$ cat src/rtl/load_store_unit.sv
`default_nettype none
// ============================================================================
// Module  : load_store_unit
// Purpose : Core-to-bus load/store adapter with lane steering, load extension,
//           bus timeout, and optional misalignment trap (MISALIGN_TRAP_EN).
// Rev     : 1.0
// ============================================================================
module load_store_unit #(
    parameter int TIMEOUT = 16
) (
    input  logic        clk,
    input  logic        rst,
    input  logic        MemRead,
    input  logic        MemWrite,
    input  logic [2:0]  Funct3,
    input  logic [31:0] DataAdr,
    input  logic [31:0] WriteData,
    output logic [31:0] ReadData,
    output logic        Stall,
    output logic        Err,
    output logic        bus_req,
    output logic        bus_we,
    output logic [31:0] bus_addr,
    output logic [31:0] bus_wdata,
    output logic [3:0]  bus_be,
    input  logic [31:0] bus_rdata,
    input  logic        bus_ack
);

    typedef enum logic [1:0] {
        IDLE = 2'd0,
        REQ  = 2'd1,
        DONE = 2'd2
    } state_t;

    localparam logic [7:0] CNT_LAST = 8'(TIMEOUT - 1);

    state_t      state, state_next;
    logic [7:0]  cnt;
    logic [1:0]  adr_lo;
    logic [2:0]  f3;
    logic        we;
    logic        start, trap, timeout_hit, misaligned;
    logic [3:0]  new_be;
    logic [31:0] new_wdata, load_val;
    logic [7:0]  byte_sel;
    logic [15:0] half_sel;

`ifdef MISALIGN_TRAP_EN
    assign misaligned = (Funct3[1:0] == 2'b01 && DataAdr[0]) ||
                        (Funct3[1] && DataAdr[1:0] != 2'b00);
`else
    assign misaligned = 1'b0;
`endif

    always_ff @(posedge clk or posedge rst) begin
        if (rst) state <= IDLE;
        else     state <= state_next;
    end

    always_comb begin
        state_next  = state;
        start       = 1'b0;
        trap        = 1'b0;
        timeout_hit = 1'b0;
        case (state)
            IDLE: if (MemRead || MemWrite) begin
                start = 1'b1;
                if (misaligned) begin
                    trap       = 1'b1;
                    state_next = DONE;
                end else begin
                    state_next = REQ;
                end
            end
            REQ: if (bus_ack) begin
                state_next = DONE;
            end else if (cnt == CNT_LAST) begin
                timeout_hit = 1'b1;
                state_next  = DONE;
            end
            default: state_next = IDLE;
        endcase
        // Gated by rst so a request held across reset never shows as a stall
        Stall   = !rst && ((state == IDLE && (MemRead || MemWrite)) || state == REQ);
        bus_req = (state == REQ);
    end

    always_comb begin
        new_be    = 4'b1111;
        new_wdata = 32'h0;
        if (MemWrite) begin
            case (Funct3[1:0])
                2'b00: begin
                    new_be    = 4'b0001 << DataAdr[1:0];
                    new_wdata = {4{WriteData[7:0]}};
                end
                2'b01: begin
                    new_be    = DataAdr[1] ? 4'b1100 : 4'b0011;
                    new_wdata = {2{WriteData[15:0]}};
                end
                default: new_wdata = WriteData;
            endcase
        end
    end

    always_comb begin
        byte_sel = bus_rdata[{adr_lo, 3'b000} +: 8];
        half_sel = adr_lo[1] ? bus_rdata[31:16] : bus_rdata[15:0];
        case (f3[1:0])
            2'b00:   load_val = {{24{~f3[2] & byte_sel[7]}}, byte_sel};
            2'b01:   load_val = {{16{~f3[2] & half_sel[15]}}, half_sel};
            default: load_val = bus_rdata;
        endcase
    end

    always_ff @(posedge clk or posedge rst) begin
        if (rst) begin
            cnt       <= 8'd0;
            adr_lo    <= 2'b00;
            f3        <= 3'b000;
            we        <= 1'b0;
            bus_we    <= 1'b0;
            bus_addr  <= 32'h0;
            bus_wdata <= 32'h0;
            bus_be    <= 4'b0000;
            ReadData  <= 32'h0;
            Err       <= 1'b0;
        end else begin
            if (start && !trap) begin
                adr_lo    <= DataAdr[1:0];
                f3        <= Funct3;
                we        <= MemWrite;
                bus_we    <= MemWrite;
                bus_addr  <= {DataAdr[31:2], 2'b00};
                bus_wdata <= new_wdata;
                bus_be    <= new_be;
            end
            if (start)
                cnt <= 8'd0;
            else if (state == REQ && !bus_ack)
                cnt <= cnt + 8'd1;
            Err <= timeout_hit | trap;
            if (state == REQ && bus_ack && !we)
                ReadData <= load_val;
            else if (timeout_hit || trap)
                ReadData <= 32'h0;
        end
    end

endmodule
`default_nettype wire

$ cat config.mk
export PLATFORM = sky130hd
export DESIGN_NAME = load_store_unit
export DESIGN_NICKNAME = d
export VERILOG_FILES = /design/src/rtl/load_store_unit.sv
export SDC_FILE = /design/constraint.sdc
export NUM_CORES = 1
export LEC_CHECK = 0
export BUFFER_PORTS_ARGS = -buffer_cell sky130_fd_sc_hd__buf_4
export CORE_ASPECT_RATIO = 0.9
export CORE_MARGIN = 1.5
export CORE_UTILIZATION = 45
export CTS_BUF_LIST = sky130_fd_sc_hd__clkbuf_8 sky130_fd_sc_hd__clkbuf_16
export DETAILED_ROUTE_END_ITERATION = 6
export PLACE_DENSITY = 0.76
export SETUP_SLACK_MARGIN = 0.2
export SYNTH_ARGS = -nofsm -noshare
export SYNTH_HDL_FRONTEND = slang
export SYNTH_SLANG_ARGS = --single-unit
export TNS_END_PERCENT = 20
$ cat constraint.sdc
create_clock -name clk -period 4.35 [get_ports clk]
set_clock_uncertainty 0.15 [all_clocks]
set_input_delay 0.87 -clock clk [delete_from_list [all_inputs] [get_ports clk]]
set_output_delay 0.87 -clock clk [all_outputs]
set_load 0.01 [all_outputs]
Yosys cells after proc, flatten, opt, wreduce, memory -nomap -nowiden
Index checks and enable logic that the tools add are counted.
{"block": "op_classes", "addsub": 1, "n_eq_ne": 6, "shift": 2, "muxes": 20, "n_bitwise": 3, "n_reduce_logical": 16}
{"operator": "$pmux 32 s2", "count": 2}
{"operator": "$mux 32", "count": 3}
{"operator": "$shiftx 32x6->8", "count": 1}
{"operator": "$mux 16", "count": 1}
{"operator": "$mux 8", "count": 2}
{"operator": "$add 8x1->8 const B", "count": 1}
{"operator": "$eq 8x4->1 const B", "count": 1}
{"operator": "$mux 4", "count": 2}
{"operator": "$pmux 4 s2", "count": 1}
{"operator": "$eq 2x1->1 const B", "count": 3}
{"operator": "$logic_not 2->1", "count": 3}
{"operator": "$mux 2", "count": 3}
{"operator": "$logic_and 1x1->1", "count": 5}
{"operator": "$mux 1", "count": 5}
{"operator": "$pmux 2 s2", "count": 1}
{"operator": "$reduce_bool 2->1", "count": 2}
{"operator": "$shl 1x2->4 const A", "count": 1}
{"operator": "$logic_not 1->1", "count": 3}
{"operator": "$ne 3x1->1 const B", "count": 1}
{"operator": "$and 1x1->1", "count": 2}
{"operator": "$logic_or 1x1->1", "count": 2}
{"operator": "$ne 2x1->1 const B", "count": 1}
{"operator": "$reduce_and 2->1", "count": 1}
{"operator": "$not 1->1", "count": 1}
{"block": "totals", "reg_bits": 115, "inputBits": 104, "output_inout_bits": 104, "elab_cells": 58}

Logic depth before layout (Yosys ltp)
{"block": "logic_depth", "ltp_word": 6, "mapped_depth": 6, "ltp_nobuf": 5}

Worst setup path after synthesis
No wires, ideal clock.
{"block": "synth_path", "path_type": "input port to output port", "start": "input port MemRead", "end": "output port Stall", "arrival_ns": 1.828, "t_required_ns": 3.330, "setup_slack_ns": 1.502, "path_stages": 4, "n_path_buf": 2, "path_cell_list": "o21ai_1 -> clkbuf_1 -> clkbuf_1 -> a21oi_1"}
{"block": "synth_between", "elab_chain_cells": 4}
{"item": "from (decl)", "line": "13", "source": "input logic MemRead,"}
{"item": "$logic_or 1x1->1", "line": "85", "source": "Stall = !rst && ((state == IDLE && (MemRead || MemWrite)) || state == REQ);"}
{"item": "$logic_and 1x1->1", "line": "85"}
{"item": "$logic_or 1x1->1", "line": "85"}
{"item": "$logic_and 1x1->1", "line": "85"}
{"item": "to (decl)", "line": "19", "source": "output logic Stall,"}
No other way between the ends.

Worst setup path in the final report
{"block": "layout_path", "start": "register state[1]", "end": "output port Stall"}
{"block": "layout_between", "elab_chain_cells": 4, "elab_cells_between_ends": 5, "cone_classes": "eq/ne (1); reduce/logical (4)"}
{"item": "from (decl)", "line": "38", "source": "state_t state, state_next;"}
{"item": "from (signal assigned)", "line": "58", "source": "else state <= state_next;"}
{"item": "$logic_not 2->1", "line": "85"}
{"item": "$logic_and 1x1->1", "line": "85"}
{"item": "$logic_or 1x1->1 *", "line": "85"}
{"item": "$logic_and 1x1->1 *", "line": "85"}
Every way passes the cells marked *; elsewhere a longest branch is shown, timed or not.

==> flow_summary.toml <==
[run_status]
run_status = "finished, final reports clean"

[global_route]
grt_start_max_net_pins = 68
first_global_vias = 4813
grt-ovfl-total = 0
grt_use_total_pct = 25.4
antenna_found_initial = 0
grt_pass1_wl_mm = 24.1

[clock_tree]
tritoncts = "done"
cts_root_buf = "clkbuf_16"
cts_setup_buffers = 0
clk_latency_ns = 0.40
cts_hold_buffers = 0
numCtsBuffers = 17
cts_resized = 0
clockBufferDepth = 2
htreeDepth = 4
path_clk_slew_ns = 0.05
clock_sinks = 115

[worst_setup_path]
worstPathMaxFanout = 5
startpoint_type = "flip-flop"
endpoint = "Stall"
worst_setup_path_end_kind = "output pin"
cp.arrival_ns = 1.60
ff2ff_path_depth = 4
cpPeakStageDelay_ns = 0.39
cp_slowest_cell = "dfrtp_1"
worstSetupStartpoint = "state[1]$_DFFE_PP0P_"
crit_required_ns = 3.33
reg2reg_setup_slack_ns = 1.86
r2r-end = "ReadData[17]$_DFFE_PP0P_"
cp_cell_sequence = "nor2_1 -> o21ai_4 -> a21oi_1 -> buf_4"
reg2reg_from = "state[1]$_DFFE_PP0P_"
crit_type = "flip-flop to output pin"

[finish]
fin_util_pct = 67.2
drive_gt1_share_pct = 34.9
num-nets-final = 815
synthToLayoutAreaGrowth_pct = 42.8
antenna_cells = 0
fin_area_um2 = 7380
final_cells = 875

[die]
start_util_pct = 47.0
die_h_um = 105
chipWidth_um = 116
dieArea_um2 = 12100
rows = 36
core_um2 = 11000
ios = 208

[hold_path]
hold_path_class = "flip-flop to flip-flop"

[placed_design]
dpl.hpwl_mm = 10.7
place_area_um2 = 6780
dpl.cell_count = 843
gp_congestion = 0.833
numPortBuffers = 205

[sta]
maxSlewHeadroom_pct = 21.6
drv_slew = 0
hold_viol = 0
worstMarginPinSlew_ns = 1.17
rsz0062_at_grt = "no"
fmax_mhz = 381
fin_crit_ns = 2.62
fin_tns_setup_ns = 0
finalCritPeriodShare_pct = 60.3
setup_viol = 0

[routing]
wl_per_cell_um = 17.2
avgViaCountPerCell = 5.34
drt-initial-drc-count = 257
antenna_left = 0
vias = 4672
drt-total-wl_mm = 15.0
drc = 0
dr.pass1.iters = 4

[pwr]
ir_drop_mv = 0.354
pwr-share-seq_pct = 35.1
p_clk_share_pct = 26.4
p_switching_mw = 1.92
finalPower_mw = 5.33
p_int_mw = 3.42
powerDensity_nw_per_um2 = 723
leakagePower_nw = 3.70
switching_share_pct = 35.9
comb_power_share_pct = 38.5

[logic_synthesis]
synth_edf_count = 0
synthArstFlopShare_pct = 100
synth_seq_cells = 115
yosysSeqAreaShare_pct = 55.7
syn-cell-area_um2 = 5170
netlist_instances = 516
ys_warn_count = 0
synth_ff_type = "dfrtp_1"
synth_cell_type_count = 44
syn_avg_cell_area_um2 = 10.0

[flow_run]
cap_violations = 0
-- how the worst min path moves through the flow --
stage,startpoint,end,slack [ns],depth (start not counted)
global route,bus_addr[2]$_DFFE_PP0P_,bus_addr[2]$_DFFE_PP0P_,0.34,2
global placement,bus_addr[21]$_DFFE_PP0P_,bus_addr[21]$_DFFE_PP0P_,0.31,2
floorplan,cnt[7]$_DFFE_PP0P_,cnt[7]$_DFFE_PP0P_,0.36,2
finish,bus_addr[2]$_DFFE_PP0P_,bus_addr[2]$_DFFE_PP0P_,0.33,2
CTS,bus_addr[2]$_DFFE_PP0P_,bus_addr[2]$_DFFE_PP0P_,0.33,2
detailed placement,bus_addr[2]$_DFFE_PP0P_,bus_addr[2]$_DFFE_PP0P_,0.31,2
-- cell usage in the layout (no fill, tap or decap), drive strengths merged, types with 10 or more instances in the layout --
master / count
mux2i: 33
a221o: 16
dfrtp: 115
buf: 208
nand2: 139
o21ai: 49
nand2b: 10
nor2: 25
clkbuf: 18
a21oi: 26
-- flip-flops by register name (all words and copies together), names as in the netlist --
signal / count
ReadData: 32
bus_wdata: 32
bus_addr: 30
cnt: 8
bus_be: 4
f3: 3
adr_lo: 2
state: 2
Err: 1
bus_we: 1
-- critical path, delay by kind of cell (launching register included) --
kind                   cells  cell delay [ns]
DFF                        1             0.39
buffers and inverters      1             0.14
and+or+nand+nor            1             0.39
AOI/OAI and AO/OA          2             0.27
-- through the flow --
| stage | hold slack, ns | setup slack, ns |
|---|---|---|
| global placement | 0.312 | 1.62 |
| floorplan | 0.361 | 0.286 |
| CTS | 0.327 | 1.72 |
| finish | 0.325 | 1.73 |
| global route | 0.339 | 1.61 |
| detailed placement | 0.314 | 1.52 |
-- area by class of cell --
cell class                 instances  area [um2]
clock inverter                    14         163
inverter                           6        25.0
clock buffer                      18         439
multi-input combinational        362        2120
fill                             888        3610
tap                              152         190
sequential                       115        2880
timing repair buffer             208        1560
-- layer usage --
metal  GRT usage, %  part of all wire, %  vias to the layer above
met3           8.82                  8.4                       33
met5              0                    0                        -
met4           9.41                  2.4                        0
li1               -                    -                     2173
met2           40.9                   48                      198
met1           31.5                   41                     2268
-- cell families after synthesis --
| kind of cell | share of synthesized area (%) |
|---|---|
| XOR/XNOR | 0.848 |
| multiplexers | 7.26 |
| buffers and inverters | 3.51 |
| adder cells (fa/ha/maj) | 0.242 |
| AND/OR/NAND/NOR | 17.0 |
| flip-flops | 55.7 |
| other | 0.0726 |
| AO/OA/AOI/OAI | 15.3 |
-- power groups by stage --
| stage | Clock (mW) | Sequential, mW | Combinational [mW] |
|---|---|---|---|
| floorplan | 0 | 1.97 | 0.946 |
| global placement | 0 | 1.85 | 2.00 |
| detailed placement | 0 | 1.87 | 2.07 |
| CTS | 1.43 | 1.87 | 2.08 |
| global route | 1.49 | 1.92 | 2.26 |
| finish | 1.41 | 1.87 | 2.05 |
-- cell usage after synthesis (2+ instances only) --
master	instances	share of area (%)
nand2_1	139	10
dfrtp_1	115	56
o21ai_0	48	4.6
mux2i_1	33	6.4
a21oi_1	25	2.4
nor2_1	24	1.7
clkbuf_1	21	1.5
a221o_1	16	3.1
nand2b_1	10	1.2
a22o_1	9	1.5
or3_1	9	1.1
a32o_1	8	1.5
o2bb2ai_1	7	1.2
inv_1	6	0.44
buf_1	4	0.29
buf_2	3	0.29
buf_4	3	0.44
xnor2_1	3	0.51
and2_1	2	0.24
buf_6	2	0.44
mux2_2	2	0.44
nand3_1	2	0.19
nand4_1	2	0.24
nor3_1	2	0.19
xor2_1	2	0.34
Power figures use the tool's default switching activity.
